## config.mk

```make
export PLATFORM = sky130hd
export DESIGN_NAME = pipe_perf_monitor
export DESIGN_NICKNAME = d
export VERILOG_FILES = /design/src/rtl/pipe_perf_pkg.sv /design/src/rtl/perf_counter.sv /design/src/rtl/pipe_perf_monitor.sv
export SDC_FILE = /design/constraint.sdc
export NUM_CORES = 1
export LEC_CHECK = 0
export CAP_MARGIN = 0
export CORE_ASPECT_RATIO = 2
export CORE_MARGIN = 2
export CORE_UTILIZATION = 56
export CTS_BUF_LIST = sky130_fd_sc_hd__clkbuf_4 sky130_fd_sc_hd__clkbuf_8 sky130_fd_sc_hd__clkbuf_16
export DETAILED_ROUTE_END_ITERATION = 7
export HOLD_SLACK_MARGIN = 0.05
export PLACE_DENSITY = 0.79
export SLEW_MARGIN = 20
export SYNTH_ARGS = -nofsm -noshare
export SYNTH_HDL_FRONTEND = slang
export SYNTH_HIERARCHICAL = 1
export SYNTH_SLANG_ARGS = --single-unit
```

## constraint.sdc

```tcl
create_clock -name clk_i -period 7.9 [get_ports clk_i]
set_clock_uncertainty 0.2 [all_clocks]
set_input_delay 2.37 -clock clk_i [delete_from_list [all_inputs] [get_ports clk_i]]
set_output_delay 2.37 -clock clk_i [all_outputs]
set_load 0.02 [all_outputs]
```

## src/rtl/pipe_perf_pkg.sv

```systemverilog
// Shared types for the pipeline performance monitor: FSM states and done-cause codes.
package pipe_perf_pkg;

   typedef enum logic [1:0] {
      StIdle   = 2'd0,
      StRun    = 2'd1,
      StFrozen = 2'd2,
      StDone   = 2'd3
   } perf_state_e;

   localparam logic [1:0] CAUSE_NONE  = 2'b00;
   localparam logic [1:0] CAUSE_LIMIT = 2'b01;
   localparam logic [1:0] CAUSE_HALT  = 2'b10;
   localparam logic [1:0] CAUSE_BOTH  = 2'b11;

endpackage

```

## src/rtl/perf_counter.sv

```systemverilog
// One event counter with synchronous clear, saturate-or-wrap on overflow and a sticky
// overflow flag. Exposes its next value so readout can show the post-edge count.
module perf_counter #(
   parameter int unsigned CNT_W    = 32,
   parameter bit          SATURATE = 1'b1
) (
   input  logic             clk_i,
   input  logic             rst_n_i,
   input  logic             inc_i,
   input  logic             clr_i,
   output logic [CNT_W-1:0] cnt_o,
   output logic [CNT_W-1:0] cnt_nxt_o,
   output logic             ovf_o
);

   logic [CNT_W-1:0] cnt_q, cnt_d;
   logic             ovf_q, ovf_d;
   logic             at_max;

   assign at_max = &cnt_q;

   always_comb begin
      cnt_d = cnt_q;
      ovf_d = ovf_q;
      if (clr_i) begin
         cnt_d = '0;
         ovf_d = 1'b0;
      end else if (inc_i) begin
         ovf_d = ovf_q | at_max;
         if (at_max) begin
            cnt_d = SATURATE ? cnt_q : '0;
         end else begin
            cnt_d = cnt_q + CNT_W'(1);
         end
      end
   end

   always_ff @(posedge clk_i or negedge rst_n_i) begin
      if (!rst_n_i) begin
         cnt_q <= '0;
         ovf_q <= 1'b0;
      end else begin
         cnt_q <= cnt_d;
         ovf_q <= ovf_d;
      end
   end

   assign cnt_o     = cnt_q;
   assign cnt_nxt_o = cnt_d;
   assign ovf_o     = ovf_q;

endmodule

```

## src/rtl/pipe_perf_monitor.sv

```systemverilog
// Pipeline performance monitor: run-control FSM, cycle/event counters, PC halt-loop
// detector and a registered counter readout port.
module pipe_perf_monitor
   import pipe_perf_pkg::*;
#(
   parameter int unsigned NUM_EVT    = 4,
   parameter int unsigned CNT_W      = 32,
   parameter int unsigned PC_W       = 32,
   parameter int unsigned HALT_LIMIT = 8,
   parameter bit          SATURATE   = 1'b1,
   localparam int unsigned SEL_W     = $clog2(NUM_EVT + 1)
) (
   input  logic               clk_i,
   input  logic               rst_n_i,
   input  logic               start_i,
   input  logic               freeze_i,
   input  logic               clear_i,
   input  logic [NUM_EVT-1:0] evt_i,
   input  logic [PC_W-1:0]    pc_i,
   input  logic [CNT_W-1:0]   cycle_limit_i,
   input  logic [SEL_W-1:0]   rd_sel_i,
   output logic [CNT_W-1:0]   rd_data_o,
   output logic [CNT_W-1:0]   cycle_cnt_o,
   output logic [NUM_EVT:0]   ovf_o,
   output logic               running_o,
   output logic               done_o,
   output logic [1:0]         done_cause_o
);

   localparam int unsigned NCNT = NUM_EVT + 1;
   localparam int unsigned HC_W = $clog2(HALT_LIMIT + 2);

   perf_state_e      state_q, state_d;
   logic [PC_W-1:0]  pc_q, pc_d;
   logic [HC_W-1:0]  halt_cnt_q, halt_cnt_d;
   logic [1:0]       cause_q, cause_d;
   logic [CNT_W-1:0] rd_data_q, rd_data_d;
   logic             running_q, done_q;
   logic             count_en, pc_same, limit_hit, halt_hit;
   logic [NCNT-1:0]  inc_vec;
   logic [CNT_W-1:0] cnt_cur [NCNT];
   logic [CNT_W-1:0] cnt_nxt [NCNT];

   // A RUN cycle only counts if the run is sustained and not being paused or cleared.
   assign count_en  = (state_q == StRun) & start_i & ~freeze_i & ~clear_i;
   assign pc_same   = (pc_i == pc_q);
   assign limit_hit = count_en && (cycle_limit_i != '0) && (cnt_nxt[0] == cycle_limit_i);
   assign halt_hit  = count_en && (HALT_LIMIT != 0) && pc_same &&
                      (halt_cnt_q == HC_W'(HALT_LIMIT - 1));
   assign inc_vec   = {evt_i, 1'b1} & {NCNT{count_en}};

   for (genvar g = 0; g < NCNT; g++) begin : g_cnt
      perf_counter #(
         .CNT_W    (CNT_W),
         .SATURATE (SATURATE)
      ) u_cnt (
         .clk_i     (clk_i),
         .rst_n_i   (rst_n_i),
         .inc_i     (inc_vec[g]),
         .clr_i     (clear_i),
         .cnt_o     (cnt_cur[g]),
         .cnt_nxt_o (cnt_nxt[g]),
         .ovf_o     (ovf_o[g])
      );
   end

   always_comb begin
      state_d    = state_q;
      pc_d       = pc_q;
      halt_cnt_d = halt_cnt_q;
      cause_d    = cause_q;
      if (clear_i) begin
         state_d    = StIdle;
         halt_cnt_d = '0;
         cause_d    = CAUSE_NONE;
      end else begin
         unique case (state_q)
            StIdle: begin
               if (start_i) begin
                  state_d    = StRun;
                  halt_cnt_d = '0;
               end
            end
            StRun: begin
               if (!start_i) begin
                  state_d = StIdle;
               end else if (freeze_i) begin
                  state_d = StFrozen;
               end else begin
                  pc_d       = pc_i;
                  halt_cnt_d = pc_same ? halt_cnt_q + HC_W'(1) : '0;
                  if (limit_hit || halt_hit) begin
                     state_d = StDone;
                     cause_d = {halt_hit, limit_hit};
                  end
               end
            end
            StFrozen: begin
               if (!start_i) begin
                  state_d = StIdle;
               end else if (!freeze_i) begin
                  state_d = StRun;
               end
            end
            StDone: ;
            default: state_d = StIdle;
         endcase
      end
   end

   // Readout shows the selected counter as it stands after this edge's update.
   always_comb begin
      rd_data_d = '0;
      for (int unsigned k = 0; k < NCNT; k++) begin
         if (rd_sel_i == SEL_W'(k)) begin
            rd_data_d = cnt_nxt[k];
         end
      end
   end

   always_ff @(posedge clk_i or negedge rst_n_i) begin
      if (!rst_n_i) begin
         state_q    <= StIdle;
         pc_q       <= '0;
         halt_cnt_q <= '0;
         cause_q    <= CAUSE_NONE;
         rd_data_q  <= '0;
         running_q  <= 1'b0;
         done_q     <= 1'b0;
      end else begin
         state_q    <= state_d;
         pc_q       <= pc_d;
         halt_cnt_q <= halt_cnt_d;
         cause_q    <= cause_d;
         rd_data_q  <= rd_data_d;
         running_q  <= (state_d == StRun);
         done_q     <= (state_d == StDone);
      end
   end

   assign rd_data_o    = rd_data_q;
   assign cycle_cnt_o  = cnt_cur[0];
   assign running_o    = running_q;
   assign done_o       = done_q;
   assign done_cause_o = cause_q;

endmodule

```

After elaboration in Yosys (flattened, before gate mapping)
Index checks and enable logic that the tools add are counted.
{"block": "totals", "ff_bits": 239, "input_bits": 76, "output_inout_bits": 73, "wordCells": 123}
{"block": "classes", "n_addsub": 6, "n_eq_ne": 15, "muxes": 49, "n_bitwise": 11, "reduce_logical": 25}
{"operator": "$mux W32", "n": 20}
{"operator": "$add A32 B1 Y32 const B", "n": 5}
{"operator": "$reduce_and A32 Y1", "n": 5}
{"operator": "$eq A32 B32 Y1", "n": 2}
{"operator": "$reduce_bool A32 Y1", "n": 1}
{"operator": "$mux W2", "n": 12}
{"operator": "$mux W4", "n": 5}
{"operator": "$reduce_bool A2 Y1", "n": 8}
{"operator": "$reduce_and A4 Y1", "n": 3}
{"operator": "$mux W1", "n": 10}
{"operator": "$ne A3 B3 Y1 const B", "n": 3}
{"operator": "$pmux W4 S2", "n": 1}
{"operator": "$eq A3 B2 Y1 const B", "n": 2}
{"operator": "$pmux W2 S3", "n": 1}
{"operator": "$and A5 B5 Y5", "n": 1}
{"operator": "$or A1 B1 Y1", "n": 5}
{"operator": "$add A4 B1 Y4 const B", "n": 1}
{"operator": "$eq A2 B1 Y1 const B", "n": 2}
{"operator": "$eq A2 B2 Y1 const B", "n": 2}
{"operator": "$eq A4 B3 Y1 const B", "n": 1}
{"operator": "$logic_and A1 B1 Y1", "n": 4}
{"operator": "$and A1 B1 Y1", "n": 3}
{"operator": "$eq A3 B1 Y1 const B", "n": 1}
{"operator": "$eq A3 B3 Y1 const B", "n": 1}
{"operator": "other kinds (6)", "n": 7}

Depth between registers and ports, before layout
Gate-level depths: netlist (run 1).
{"block": "logic_depth", "ltp_word": 16, "mapped_depth": 14, "mapped_depth_nobuf": 12}

Modules after synthesis
The synthesis (run 1) kept the hierarchy.
{"module": "perf_counter (g_cnt[0].u_cnt ...)", "instances": 4, "cells_each": 201, "area_each_um2": 1896.8, "seq_area_each_um2": 825.8}
{"module": "pipe_perf_monitor", "instances": 1, "cells_each": 408, "area_each_um2": 4581.9, "seq_area_each_um2": 1851.8}
{"module": "perf_counter (g_cnt[1].u_cnt)", "instances": 1, "cells_each": 201, "area_each_um2": 1924.3, "seq_area_each_um2": 825.8}

Worst setup path after synthesis (run 1)
Ideal clock, no wire load.
{"block": "synth_path", "path_kind": "input port to flip-flop", "from": "input port freeze_i", "to": "register state_q[1]", "setup_ns": 0.099, "t_arrival_ns": 5.657, "required_ns": 7.601, "slack_ns": 1.943, "stages": 14, "path_buffers": 2, "path_cell_list": "nor2_2 -> and3_1 -> buf_2 -> buf_2 -> nand3_1 -> nor4_4 -> nand2_1 -> or4_1 -> a21oi_1 -> xor2_1 -> nor4_2 -> o211ai_1 -> or3_1 -> a311oi_1"}
{"element": "start, declared", "line_no": "pipe_perf_monitor.sv:16", "rtl": "input logic freeze_i,"}
{"element": "end signal, assigned", "line_no": "pipe_perf_monitor.sv:123", "rtl": "state_q <= StIdle;"}
{"element": "end signal, assigned", "line_no": "pipe_perf_monitor.sv:131", "rtl": "state_q <= state_d;"}
{"element": "end, declared", "line_no": "pipe_perf_monitor.sv:33", "rtl": "perf_state_e state_q, state_d;"}

==> results of run 1 <==
state kept, by name, summed over array words and instances, names as in the netlist:
register,cells
done_o,1
g_cnt.u_cnt/ovf_o,5
halt_cnt_q,4
done_cause_o,2
rd_data_o,32
g_cnt.u_cnt/cnt_o,160
pc_q,32
state_q,2
running_o,1
worst min-delay path: stages, from the launching register on:
cell     delay, ns
dfrtp_1       0.35
a21oi_1       0.05
nor2_1        0.07
layer usage:
layer,vias to the layer above,track usage,part of all wire
met5,-,0,0
met4,0,0.280,0.099
met3,193,0.0419,0.053
met2,577,0.601,0.52
met1,6252,0.379,0.33
li1,5609,-,-
cell families after synthesis:
| family | Yosys count |
|---|---|
| and+or+nand+nor | 587 |
| AOI/OAI and AO/OA | 281 |
| DFF | 239 |
| buffers and inverters | 120 |
| xor gates and xnor gates | 90 |
| muxes | 90 |
| adders and majority gates | 6 |
worst paths after layout:
path	startpoint	endpoint	slack, ns	cells past startpoint
worst max-delay path	freeze_i	state_q[1]$_DFF_PN0_	1.37	13
worst min-delay path	g_cnt[4].u_cnt/ovf_o$_DFFE_PN0P_	g_cnt[4].u_cnt/ovf_o$_DFFE_PN0P_	0.31	2
worst max register to register	state_q[1]$_DFF_PN0_	state_q[1]$_DFF_PN0_	3.20	12
worst min register to register	g_cnt[4].u_cnt/ovf_o$_DFFE_PN0P_	g_cnt[4].u_cnt/ovf_o$_DFFE_PN0P_	0.31	2
max in group asynchronous	rst_n_i	g_cnt[4].u_cnt/cnt_o[10]$_DFF_PN0_	4.43	2
min in group asynchronous	rst_n_i	pc_q[2]$_DFFE_PN0P_	1.65	1
synth_stat cells (all sizes together) (2+ instances only):
cell type / count
and3: 7
nor3: 24
or2: 9
a2111oi: 3
and4bb: 4
nand3b: 4
mux2i: 5
ha: 6
nor2b: 23
xnor2: 45
xor2: 45
nand4: 54
a31oi: 7
mux4: 32
o41ai: 4
dfrtp: 239
nor3b: 2
buf: 22
nor4: 51
and4: 27
clkbuf: 37
nand3: 68
o21ai: 67
o22ai: 2
nor4b: 14
a311oi: 3
or4: 58
a211oi: 3
a41oi: 6
or3: 40
mux2: 53
nor2: 74
a31o: 3
a21oi: 106
nand2: 101
o211ai: 7
o31ai: 61
inv: 61
and3b: 4
and2: 20
per-stage QoR:
step	hold slack, ns	instances	power [mW]	setup WS, ns	cell area [um^2]
floorplan	0.259	1413	1.44	1.94	14100
global placement	0.282	1856	1.54	0.994	15900
detailed placement	0.294	1857	1.55	0.977	15900
CTS	0.311	1899	2.70	1.47	16700
global route	0.331	1899	2.77	1.04	16700
finish	0.307	1899	2.69	1.37	16700
cell type report:
type,instances,area (um^2)
clock inverters,10,113
clock buffers,32,662
repair buffers,167,1640
flip-flops and latches,239,5980
multi-input cells,1054,7610
fillers,1987,8280
inverters,61,229
well taps,336,420
where the power goes:
part	internal [mW]	switching, mW	leakage, nW
combinational	0.115	0.119	2.75
clock	0.656	0.501	0.386
sequential	1.27	0.0305	3.29
==> metrics, run 1 <==
grt ovf=0; largest family of logic cells by synthesized area=simple AND/OR/NAND/NOR gates; DR vias/cell=6.65; most used flip-flop cell after synthesis=dfrtp_1; row cnt=82; relative slew slack=0.298; root buffer cell=clkbuf_16; P_leak=between 6 and 7 nW; XOR/XNOR Fraction of Synth Area=0.0559; most area-hungry cell type in the Yosys netlist=dfrtp_1; drt total wl=45.5 mm; Yosys warnings=6; crit path buf inv count=1; CP arrival=roughly 6.8 ns; crit end category=flop; Adder-Cell Fraction of Synth Area=0.00533; ant diodes=0; actual transition at the worst max-transition pin=1.05 ns; RSZ-0062 raised after global routing=no; Post-Syn Nets=~1500; Worst-Skew Late Latency=0.55 ns; crit-path max FO=13; crit-path cells=clkdlybuf4s50_1 > nor2_2 > and3_2 > nand3_1 > nor4_4 > nand2_1 > or4_1 > a21oi_1 > xor2_1 > nor4_1 > nand3_1 > or3_1 > a311oi_1; Post-synth EDFFs=0; initial antenna violation count=0; CTS tree=done; CP max stage delay=0.54 ns; all-layer global routing usage=0.350; first-pass GRT wire length=just over 70 mm; Unique masters post-synth=between 60 and 70; Initial Util=0.565; vias in the first global route=12800; number of buffers created by CTS=23; Initial DRC Count=1167; H-tree depth=1; final hold viol count=0; Slowest cell on crit path=or4_1; cell mode on critical path=nand3_1; ANT nets after route=0; Cells after Synth=approximately 1400; Max-cap violations=0; nets@finish=1628; minimum clock period=6.53 ns; fmax=153 MHz; post-synthesis compound-gate area fraction=0.123; Min-Delay Path Class=reg -> reg; Via Count=about 13000; Post-Synth Simple-Gate Area=0.257; Yosys top cell area share=0.424; Floorplan Core Area=between 20000 and 25000 um^2; Worst EP required=8.14 ns; CP Class=in -> reg; Setup Viol. Count Final=0; # IOs=~150; synth top area cells=dfrtp_1 42%, mux4_2 5.0%, a21oi_1 3.8%; full die area=~27000 um^2; cell family with most CP delay=simple AND/OR/NAND/NOR gates; Mapped Area=14100 um^2; most common cell after layout, fill and taps aside=dfrtp_1; startpoint types=primary input; final number of max-transition violations=0; final worst path period share=0.827; Mean Syn Cell Area=9.97 um^2; Worst-path clk slew=0.06 ns; share of cells above drive strength 1=0.126; post-CTS setup buffers=0; GP Congestion=0.982; WL/cell=between 20 and 25 um; Yosys reg bits=around 240; mux cell area share after synthesis=0.0984; chip height=228 um; Post-CTS Hold Buffers=0; final HPWL from detailed placement=~34 mm; ys async rst share=1.00; worst vdd ir=roughly 0.00017 V; utilization after layout=0.668; # port buffers=roughly 150; Area Overhead vs Synth=18.2%; status=finished, final reports clean; drt pass-1 iters=7; PD cells=between 150 and 200 nW/um^2; total negative slack=0 ns; number of clock sinks=239; largest net degree at the start of global routing=approximately 180; Clock Path Buffers=3; DIE WIDTH=about 120 um; commonest cells after routing, fill and taps aside=239 x dfrtp_1, 145 x clkdlybuf4s50_1, 106 x a21oi_1, 101 x nand2_1, 73 x nor2_1; DRC=0; post-CTS sizing=0; register area share after synthesis=0.424
(Power assumes the default switching activity.)
==> run 2: changes to the inputs <==
CORE_UTILIZATION = 52   (was 56)
PLACE_DENSITY = 0.77   (was 0.79)
clock period = 5.3 ns   (was 7.9 ns; I/O delays follow)
==> run 2 against run 1 <==
Die area increased by 7.5%. Final cell count grew 4.2%. Worst hold slack lost 0.0070 ns. Count of clock-buffer cells in the layout is 3 lower. Largest cell class unchanged.
==> metrics, run 2 (synthesis results as in run 1) <==
commonest cells after routing, fill and taps aside=239 x dfrtp_1, 145 x clkdlybuf4s50_1, 106 x a21oi_1, 101 x nand2_1, 83 x buf_4 (was 239 x dfrtp_1, 145 x clkdlybuf4s50_1, 106 x a21oi_1, 101 x nand2_1, 73 x nor2_1); number of clock sinks=239 (unchanged); Floorplan Core Area=26800 um^2 (was 24900 um^2); Min-Delay Path Class=reg -> reg (unchanged); post-CTS sizing=0 (unchanged); crit end category=flop (unchanged); DIE WIDTH=120 um (was 116 um); status=finished, final reports clean (unchanged); Worst-path clk slew=0.07 ns (was 0.06 ns); Initial Util=0.526 (was 0.565); DR vias/cell=6.47 (was 6.65); Initial DRC Count=1065 (was 1167); RSZ-0062 raised after global routing=no (unchanged); full die area=28500 um^2 (was 26500 um^2); post-CTS setup buffers=0 (unchanged); Max-cap violations=0 (unchanged); share of cells above drive strength 1=0.162 (was 0.126); row cnt=85 (was 82); Final Cell Area=17300 um^2 (was 16700 um^2); most common cell after layout, fill and taps aside=dfrtp_1 (unchanged); root buffer cell=clkbuf_16 (unchanged); final HPWL from detailed placement=35.3 mm (was 34.3 mm); P_leak=6.80 nW (was 6.42 nW); CP arrival=5.12 ns (was 6.77 ns); Area Overhead vs Synth=22.5% (was 18.2%); nets@finish=1697 (was 1628); final worst path period share=0.919; crit-path max FO=3 (was 13); ant diodes=0 (unchanged); actual transition at the worst max-transition pin=0.939 ns (was 1.05 ns); fmax=between 200 and 250 MHz; # IOs=149 (unchanged); Setup Viol. Count Final=0 (unchanged); chip height=237 um (was 228 um); grt ovf=0 (unchanged); startpoint types=primary input (unchanged); GP Congestion=1.03 (was 0.982); Clock Path Buffers=3 (unchanged); ANT nets after route=0 (unchanged); CTS tree=done (unchanged); largest net degree at the start of global routing=167 (was 179); final-layout fill cell count=2235 (was 1987); # port buffers=148 (unchanged); relative slew slack=0.369 (was 0.298); CP Class=in -> reg (unchanged); DRC=0 (unchanged); PD cells=237 nW/um^2 (was 161 nW/um^2); number of buffers created by CTS=23 (unchanged); H-tree depth=1 (unchanged); WL/cell=23.4 um (was 24.0 um); initial antenna violation count=0 (unchanged); Post-CTS Hold Buffers=0 (unchanged); dpl cell area=16400 um^2 (was 15900 um^2); Via Count=12800 (was 12600); first-pass GRT wire length=71.9 mm (was 71.2 mm); Worst-Skew Late Latency=0.54 ns (was 0.55 ns); Worst EP required=5.55 ns (was 8.14 ns); final hold viol count=0 (unchanged); worst vdd ir=0.000294 V (was 0.000169 V); Final Power=4.10 mW (was 2.69 mW); minimum clock period=just under 5 ns; final number of max-transition violations=0 (unchanged); all-layer global routing usage=0.326 (was 0.350); max FFs per register=160 (unchanged); vias in the first global route=13100 (was 12800); drt pass-1 iters=6 (was 7); drt total wl=46.2 mm (was 45.5 mm)
[run 2: changes by cell type in the layout (fill, tap and decap cells not counted)]
cell,delta
buf_4,+65
clkbuf_4,-4
buf_12,+3
bufinv_16,+2
clkbuf_8,+2
clkinv_4,+2
inv_6,-2
nor3_1,+1
nor3_2,-1
[run 2: per-layer routing]
metal / part of all wire / wire, um / GRT usage / vias to the layer above
met5: 0 / 0 / 0 / -
met1: 0.33 / 15400 / 0.341 / 6298
met4: 0.098 / 4550 / 0.269 / 0
met3: 0.054 / 2500 / 0.0470 / 203
met2: 0.51 / 23800 / 0.569 / 547
li1: - / - / - / 5756
[run 2: critical path, cell delays in order]
cell	delay, ns
clkdlybuf4s50_1	0.44
nor2_2	0.10
and3_2	0.21
nand3_1	0.13
nor4_4	0.32
nand3_1	0.21
buf_4	0.19
or4_1	0.39
a21oi_1	0.25
xor2_1	0.17
nor4_1	0.26
nand4_1	0.20
or3_1	0.38
a311oi_1	0.28
[run 2: area by class of cell]
class	count	area, um^2	area share
multi-input cells	1054	7610	0.440
inverters	61	229	0.0133
repair buffers	236	2190	0.127
clock inverters	12	173	0.0100
flip-flops and latches	239	5980	0.346
well taps	348	435	0.0252
clock buffers	29	652	0.0377
[run 2: path summary, 6_finish.rpt]
path / cells past startpoint / slack (ns) / endpoint / from
setup / recovery: 14 / 0.43 / state_q[1]$_DFF_PN0_ / freeze_i
hold / removal: 2 / 0.30 / g_cnt[4].u_cnt/ovf_o$_DFFE_PN0P_ / g_cnt[4].u_cnt/ovf_o$_DFFE_PN0P_
setup reg to reg: 10 / 0.86 / state_q[1]$_DFF_PN0_ / g_cnt[0].u_cnt/cnt_o[26]$_DFF_PN0_
hold reg to reg: 2 / 0.30 / g_cnt[4].u_cnt/ovf_o$_DFFE_PN0P_ / g_cnt[4].u_cnt/ovf_o$_DFFE_PN0P_
max in group asynchronous: 2 / 3.00 / g_cnt[0].u_cnt/cnt_o[13]$_DFF_PN0_ / rst_n_i
min in group asynchronous: 1 / 0.90 / pc_q[12]$_DFFE_PN0P_ / rst_n_i
[run 2: power by group]
part / internal (mW) / total [mW] / switching, mW / leakage, nW
sequential: 1.89 / 1.93 / 0.0444 / 3.29
combinational: 0.179 / 0.355 / 0.176 / 3.11
clock: 1.07 / 1.81 / 0.744 / 0.405
total: 3.13 / 4.10 / 0.964 / 6.80
[run 2: per-stage QoR]
stage / TNS [ns] / setup slack (ns) / instances / hold slack (ns) / util
after floorplan: 0 / 0.123 / 1413 / 0.259 / -
after global placement: -0.0906 / -0.0459 / 1937 / 0.281 / 0.613
after detailed placement: -0.211 / -0.116 / 1937 / 0.286 / 0.613
after CTS: 0 / 0.458 / 1978 / 0.303 / 0.644
after global routing: 0 / 0.240 / 1979 / 0.334 / 0.644
final: 0 / 0.428 / 1979 / 0.301 / 0.644
